## src/rtl/hyperbus_cfg_loader.sv

```systemverilog
`default_nettype none
// ============================================================================
// Module   : hyperbus_cfg_loader
// Brief    : Boot-time REG_BUS initiator that writes (and optionally reads back
//            and checks) every hyperbus configuration word after a start pulse.
// Revision : 1.0 - initial release
// ============================================================================
module hyperbus_cfg_loader #(
    parameter int          NR_CS     = 2,
    parameter int          VERIFY    = 1,
    parameter int          TIMEOUT   = 256,
    parameter logic [31:0] BASE_ADDR = 32'h0,
    localparam int         NUM_REG   = 6 + 2 * NR_CS,
    localparam int         IDX_W     = $clog2(NUM_REG)
) (
    input  logic                  clk_i,
    input  logic                  rst_i,
    input  logic                  start_i,
    input  logic [32*NUM_REG-1:0] cfg_vals_i,
    output logic [31:0]           reg_addr_o,
    output logic                  reg_write_o,
    output logic [31:0]           reg_wdata_o,
    output logic [3:0]            reg_wstrb_o,
    output logic                  reg_valid_o,
    input  logic                  reg_ready_i,
    input  logic [31:0]           reg_rdata_i,
    input  logic                  reg_error_i,
    output logic                  busy_o,
    output logic                  done_o,
    output logic                  err_o,
    output logic [1:0]            err_code_o,
    output logic [IDX_W-1:0]      err_idx_o
);

    localparam int               TO_W      = (TIMEOUT > 1) ? $clog2(TIMEOUT) : 1;
    localparam logic [TO_W-1:0]  C_TO_LAST = TO_W'((TIMEOUT > 0) ? TIMEOUT - 1 : 0);
    localparam logic [IDX_W-1:0] C_LAST    = IDX_W'(NUM_REG - 1);

    localparam logic [1:0] C_ERR_NONE = 2'd0;
    localparam logic [1:0] C_ERR_BUS  = 2'd1;
    localparam logic [1:0] C_ERR_CMP  = 2'd2;
    localparam logic [1:0] C_ERR_TO   = 2'd3;

    typedef enum logic [2:0] {
        S_IDLE = 3'd0,
        S_WR   = 3'd1,
        S_RD   = 3'd2,
        S_NEXT = 3'd3,
        S_DONE = 3'd4
    } state_t;

    state_t           r_state;
    logic [IDX_W-1:0] r_idx;
    logic [TO_W-1:0]  r_to_cnt;

    logic             w_hs;
    logic             w_last;
    logic             w_mismatch;
    logic [1:0]       w_code;
    logic [31:0]      w_mask;
    logic [31:0]      w_word;
    logic [31:0]      w_next_word;
    logic [31:0]      w_next_addr;
    logic [IDX_W-1:0] w_next_idx;

    assign reg_wstrb_o = 4'hF;

    assign w_next_idx  = r_idx + IDX_W'(1);
    assign w_word      = cfg_vals_i[{r_idx, 5'b00000} +: 32];
    assign w_next_word = cfg_vals_i[{w_next_idx, 5'b00000} +: 32];
    assign w_next_addr = BASE_ADDR + {{(30 - IDX_W){1'b0}}, w_next_idx, 2'b00};

    // Only the implemented bits of the timing registers read back; the
    // remaining words are full 32-bit registers.
    always_comb begin
        w_mask = 32'hFFFF_FFFF;
        case (r_idx)
            IDX_W'(0): w_mask = 32'h0000_000F;
            IDX_W'(1): w_mask = 32'h0000_000F;
            IDX_W'(2): w_mask = 32'h0000_00FF;
            IDX_W'(3): w_mask = 32'h0000_000F;
            IDX_W'(4): w_mask = 32'h0000_0007;
            default:   w_mask = 32'hFFFF_FFFF;
        endcase
    end

    always_comb begin
        w_hs       = reg_valid_o & reg_ready_i;
        w_last     = (r_idx == C_LAST);
        w_mismatch = ((reg_rdata_i ^ w_word) & w_mask) != 32'h0;
        w_code     = C_ERR_NONE;
        if (r_state == S_WR || r_state == S_RD) begin
            if (w_hs) begin
                if (reg_error_i) begin
                    w_code = C_ERR_BUS;
                end else if (r_state == S_RD && w_mismatch) begin
                    w_code = C_ERR_CMP;
                end
            end else if (TIMEOUT != 0 && r_to_cnt == C_TO_LAST) begin
                w_code = C_ERR_TO;
            end
        end
    end

    always_ff @(posedge clk_i) begin
        if (rst_i) begin
            r_state     <= S_IDLE;
            r_idx       <= '0;
            r_to_cnt    <= '0;
            reg_valid_o <= 1'b0;
            reg_write_o <= 1'b0;
            reg_addr_o  <= BASE_ADDR;
            reg_wdata_o <= 32'h0;
            busy_o      <= 1'b0;
            done_o      <= 1'b0;
            err_o       <= 1'b0;
            err_code_o  <= C_ERR_NONE;
            err_idx_o   <= '0;
        end else begin
            done_o <= 1'b0;
            case (r_state)
                S_IDLE: begin
                    if (start_i) begin
                        r_idx       <= '0;
                        r_to_cnt    <= '0;
                        err_o       <= 1'b0;
                        err_code_o  <= C_ERR_NONE;
                        err_idx_o   <= '0;
                        busy_o      <= 1'b1;
                        reg_valid_o <= 1'b1;
                        reg_write_o <= 1'b1;
                        reg_addr_o  <= BASE_ADDR;
                        reg_wdata_o <= cfg_vals_i[31:0];
                        r_state     <= S_WR;
                    end
                end
                S_WR, S_RD: begin
                    if (w_code != C_ERR_NONE) begin
                        // Abort on the first failure: no further transfers.
                        err_o       <= 1'b1;
                        err_code_o  <= w_code;
                        err_idx_o   <= r_idx;
                        reg_valid_o <= 1'b0;
                        done_o      <= 1'b1;
                        r_state     <= S_DONE;
                    end else if (w_hs) begin
                        r_to_cnt <= '0;
                        if (r_state == S_WR && VERIFY != 0) begin
                            reg_write_o <= 1'b0;
                            r_state     <= S_RD;
                        end else begin
                            reg_valid_o <= 1'b0;
                            if (w_last) begin
                                done_o  <= 1'b1;
                                r_state <= S_DONE;
                            end else begin
                                r_state <= S_NEXT;
                            end
                        end
                    end else begin
                        r_to_cnt <= r_to_cnt + TO_W'(1);
                    end
                end
                S_NEXT: begin
                    r_idx       <= w_next_idx;
                    r_to_cnt    <= '0;
                    reg_valid_o <= 1'b1;
                    reg_write_o <= 1'b1;
                    reg_addr_o  <= w_next_addr;
                    reg_wdata_o <= w_next_word;
                    r_state     <= S_WR;
                end
                S_DONE: begin
                    busy_o  <= 1'b0;
                    r_state <= S_IDLE;
                end
                default: begin
                    r_state <= S_IDLE;
                end
            endcase
        end
    end

endmodule
`default_nettype wire

```

## config.mk

```make
export PLATFORM = sky130hd
export DESIGN_NAME = hyperbus_cfg_loader
export DESIGN_NICKNAME = d
export VERILOG_FILES = /design/src/rtl/hyperbus_cfg_loader.sv
export SDC_FILE = /design/constraint.sdc
export NUM_CORES = 1
export LEC_CHECK = 0
export CORE_AREA = 2 2 169 171
export DETAILED_ROUTE_END_ITERATION = 16
export DIE_AREA = 0 0 171 173
export HOLD_SLACK_MARGIN = 0.05
export PLACE_DENSITY = 0.65
export REMOVE_ABC_BUFFERS = 1
export SLEW_MARGIN = 10
export SYNTH_ARGS = -nofsm -noshare
export SYNTH_HDL_FRONTEND = slang
export SYNTH_SLANG_ARGS = --single-unit
```

## constraint.sdc

```tcl
create_clock -name clk_i -period 3.56 [get_ports clk_i]
set_clock_uncertainty 0.15 [all_clocks]
set_input_delay 0.356 -clock clk_i [delete_from_list [all_inputs] [get_ports clk_i]]
set_output_delay 0.356 -clock clk_i [all_outputs]
set_load 0.1 [all_outputs]
```

==> metrics.md <==
| Metric | Value |
|---|---|
| Syn Area/Cell | 9.30 um^2 |
| Buffer levels on the longest clock path | 2 |
| Worst-path clk slew | 0.05 ns |
| Worst Hold Launch | err_o |
| Routability cong. | 0.911 |
| 1st-iter DRT viols | 726 |
| Synth top area share | 0.258 |
| Max-cap violation count | 0 |
| Period Utilization, post-route | 0.967 |
| DRT Pass-1 Iters | 5 |
| Root Buffer | clkbuf_16 |
| Flops & latches, synth | 58 |
| Cells along the critical path | buf_12 -> mux2i_1 -> or3_1 -> o31ai_1 -> or4_1 -> or4_4 -> nor4_4 -> buf_4 -> a211o_1 -> a311oi_1 -> a31o_1 |
| Initial antenna violation count | 5 |
| Crit start category | flop |
| Final setup viols | 0 |
| WL met3 | 2770 um |
| Final Hold Vio Count | 0 |
| Die Height | 173 um |
| Nets | 1667 |
| Slowest cell delay on critical path | 0.57 ns |
| Met2 routed WL | 19200 um |
| Area of the multi-input gates | 6810 um^2 |
| Wire length per cell | 23.3 um |
| Area leader, netlist | mux4_2 |
| Slew margin rel. | 0.285 |
| DP Area | 13000 um^2 |
| Clock Sinks | 58 |
| Rows | 61 |
| Reg2Reg Capture Point | r_to_cnt[1] |
| Peak supply drop | 0.208 mV |
| Worst hold path stage count | 2 |
| Top-count cell post-synth | mux2i_1 |
| CP Class | flop to flop |
| RSZ-0062 raised after global routing | false |
| Setup tns final | 0 ns |
| Yosys warns | 0 |
| FFs w/ async S/R, synth | 0 |
| H-tree depth | 3 |
| Final Slew Violations | 0 |
| Synth Flop Type | dfxtp_1 |
| Worst Hold Path EP | err_o |
| Post-layout min period | 3.44 ns |
| Uppermost routed layer | met5 |
| Fin area | 13500 um^2 |
| Cell area after synthesis | 8460 um^2 |
| Starting Density | 0.306 |
| HP Class | flop to flop |
| Utilization after layout | 0.490 |
| Gate Count Post-Synth | 909 |
| Post-synth EDFFs | 0 |
| Post-route ant nets | 0 |
| Fillcell total | 2616 |
| F_max | 290 MHz |
| Cts bufs inserted | 9 |
| Clk Latency, worst-skew pair | 0.33 ns |
| DRC | 0 |
| Cell Pwr Density | 355 nW/um^2 |
| Slowest cell on the critical path | or4_4 |
| Worst Reg-to-Reg Cells | 11 |
| Critical R2R Launch | reg_addr_o[2] |
| Hpwl dp | 31000 um |
| First-pass GRT wire length | 57400 um |
| GRT overflow | 0 |
| Vias/cell | 5.64 |
| Largest net degree at the start of global routing | 46 |
| CTS Hold Buffers Added | 0 |
| CP arrival | 3.52 ns |
| DRT met1 WL | 15700 um |
| Die X | 171 um |
| Input/output buffers | 403 |
| Vias in the first global route | 9629 |
| Reg2reg setup slack | 0.12 ns |
| CTS tree | yes |
| Storage element area | 1170 um^2 |
| Power, Total | 4.80 mW |
| Netlist cell types | 69 |
| Synth cell count leaders | mux2i_1, mux4_2, nand2_1 |
| All-Layer GR Usage | 0.256 |
| Share of layout cells above drive strength 1 | 0.177 |
| Register area share after synthesis | 0.137 |
| Routed WL | 39300 um |
| Endpoint type of the worst setup path | flop |
| I/O pin count | 436 |
| Status | complete, no violations |
| Layout area overhead | 60.2% |
| Top post-synthesis cells by area | mux4_2, mux2i_1, dfxtp_1 |
| Critical path required time | 3.64 ns |
| P_leak | 4.44 nW |
| Core Box Area | 27600 um^2 |
| Routed vias | 9536 |
| CP Max Fanout | 8 |
| Die Area | 29600 um^2 |
| Worst Max-Slew Pin Slew | 1.07 ns |
## registers in the layout, summed over array words and instances (netlist names)
register and flops:
reg_wdata_o 32, r_to_cnt 8, err_idx_o 4, reg_addr_o 4, r_state 3, err_code_o 2, busy_o 1, done_o 1
err_o 1, reg_valid_o 1, reg_write_o 1
## logic make-up (layout without fill, tap and decap cells)
family / after synthesis / after routing / share of synthesized area
adder cells (fa/ha/maj): 5 / 5 / 0.00740
other: 2 / 36 / 0.000888
XOR/XNOR: 26 / 26 / 0.0269
flip-flops: 58 / 58 / 0.137
AO/OA/AOI/OAI: 193 / 193 / 0.163
multiplexers: 258 / 258 / 0.452
AND/OR/NAND/NOR: 240 / 240 / 0.131
buffers and inverters: 127 / 498 / 0.0815
## stage by stage
step,cells,setup slack (ns),hold slack (ns)
2_1_floorplan,819,-6.74,0.275
3_3_place_gp,1663,-0.236,0.300
3_5_place_dp,1663,-0.175,0.304
4_1_cts,1684,0.0630,0.311
5_1_grt,1692,0.00696,0.334
6_report,1692,0.117,0.305
## critical path: cells and delay by family, from the launching register on
family	cells	cell delay (ns)
AO/OA/AOI/OAI	4	0.50
flip-flops	1	0.45
multiplexers	1	0.31
AND/OR/NAND/NOR	4	1.58
buffers and inverters	2	0.32
## final cells by class
type / count / share of cell area
antenna: 4 / 0.000739
clock buffer: 10 / 0.0176
clock inverter: 6 / 0.00646
inverter: 7 / 0.00194
multi-input combinational: 754 / 0.503
sequential: 58 / 0.0863
tap: 378 / 0.0349
timing repair buffer: 475 / 0.349
## placed cells by master (no fill, tap or decap), types with 6 or more instances in the layout
cell | synthesis | routed
xor2_1 | 15 | 14
a211oi_1 | 12 | 11
nand2_1 | 92 | 90
inv_1 | 6 | 6
o22ai_1 | 59 | 59
o31ai_1 | 7 | 7
a22oi_1 | 6 | 6
mux4_2 | 97 | 97
mux2i_1 | 146 | 146
o21ai_0 | 14 | 14
a221oi_1 | 10 | 8
clkdlybuf4s50_1 | 0 | 398
nor3b_1 | 7 | 6
dfxtp_1 | 58 | 55
a311oi_1 | 34 | 34
mux2_2 | 14 | 14
clkbuf_16 | 0 | 10
buf_12 | 0 | 11
nor3_1 | 17 | 17
nand3_1 | 13 | 13
xnor2_1 | 11 | 10
nor2_1 | 71 | 70
a21oi_1 | 20 | 20
buf_4 | 37 | 59
conb_1 | 2 | 32
## where the power goes
group	internal, mW	leakage, nW	switching, mW
combinational	1.13	3.80	1.83
clock	0.634	0.159	0.346
sequential	0.771	0.476	0.0954
## metal layers
metal	global-route usage	up-vias
li1	-	4318
met2	0.430	477
met3	0.0492	87
met1	0.318	4652
met4	0.112	2
met5	0	-
## worst max-delay path by stage
stage,cells past startpoint,slack [ns],endpoint,start
final,11,0.12,r_to_cnt[1],reg_addr_o[2]
after global routing,12,0.007,r_to_cnt[2],reg_addr_o[2]
after CTS,12,0.06,done_o,reg_addr_o[4]
after detailed placement,12,-0.18,r_state[2],cfg_vals_i[1]
after global placement,12,-0.24,done_o,cfg_vals_i[1]
after floorplan,7,-6.74,reg_wdata_o[0],reg_addr_o[2]
## what timing repair did
action | in CTS | in global routing
gates resized for setup | 2 | 14
gates cloned | 0 | 1
setup buffers | 5 | 3
endpoints found under the setup margin | 18 | 19
pin swaps | 0 | 1
Note: power is estimated with default switching activity, not from simulation.
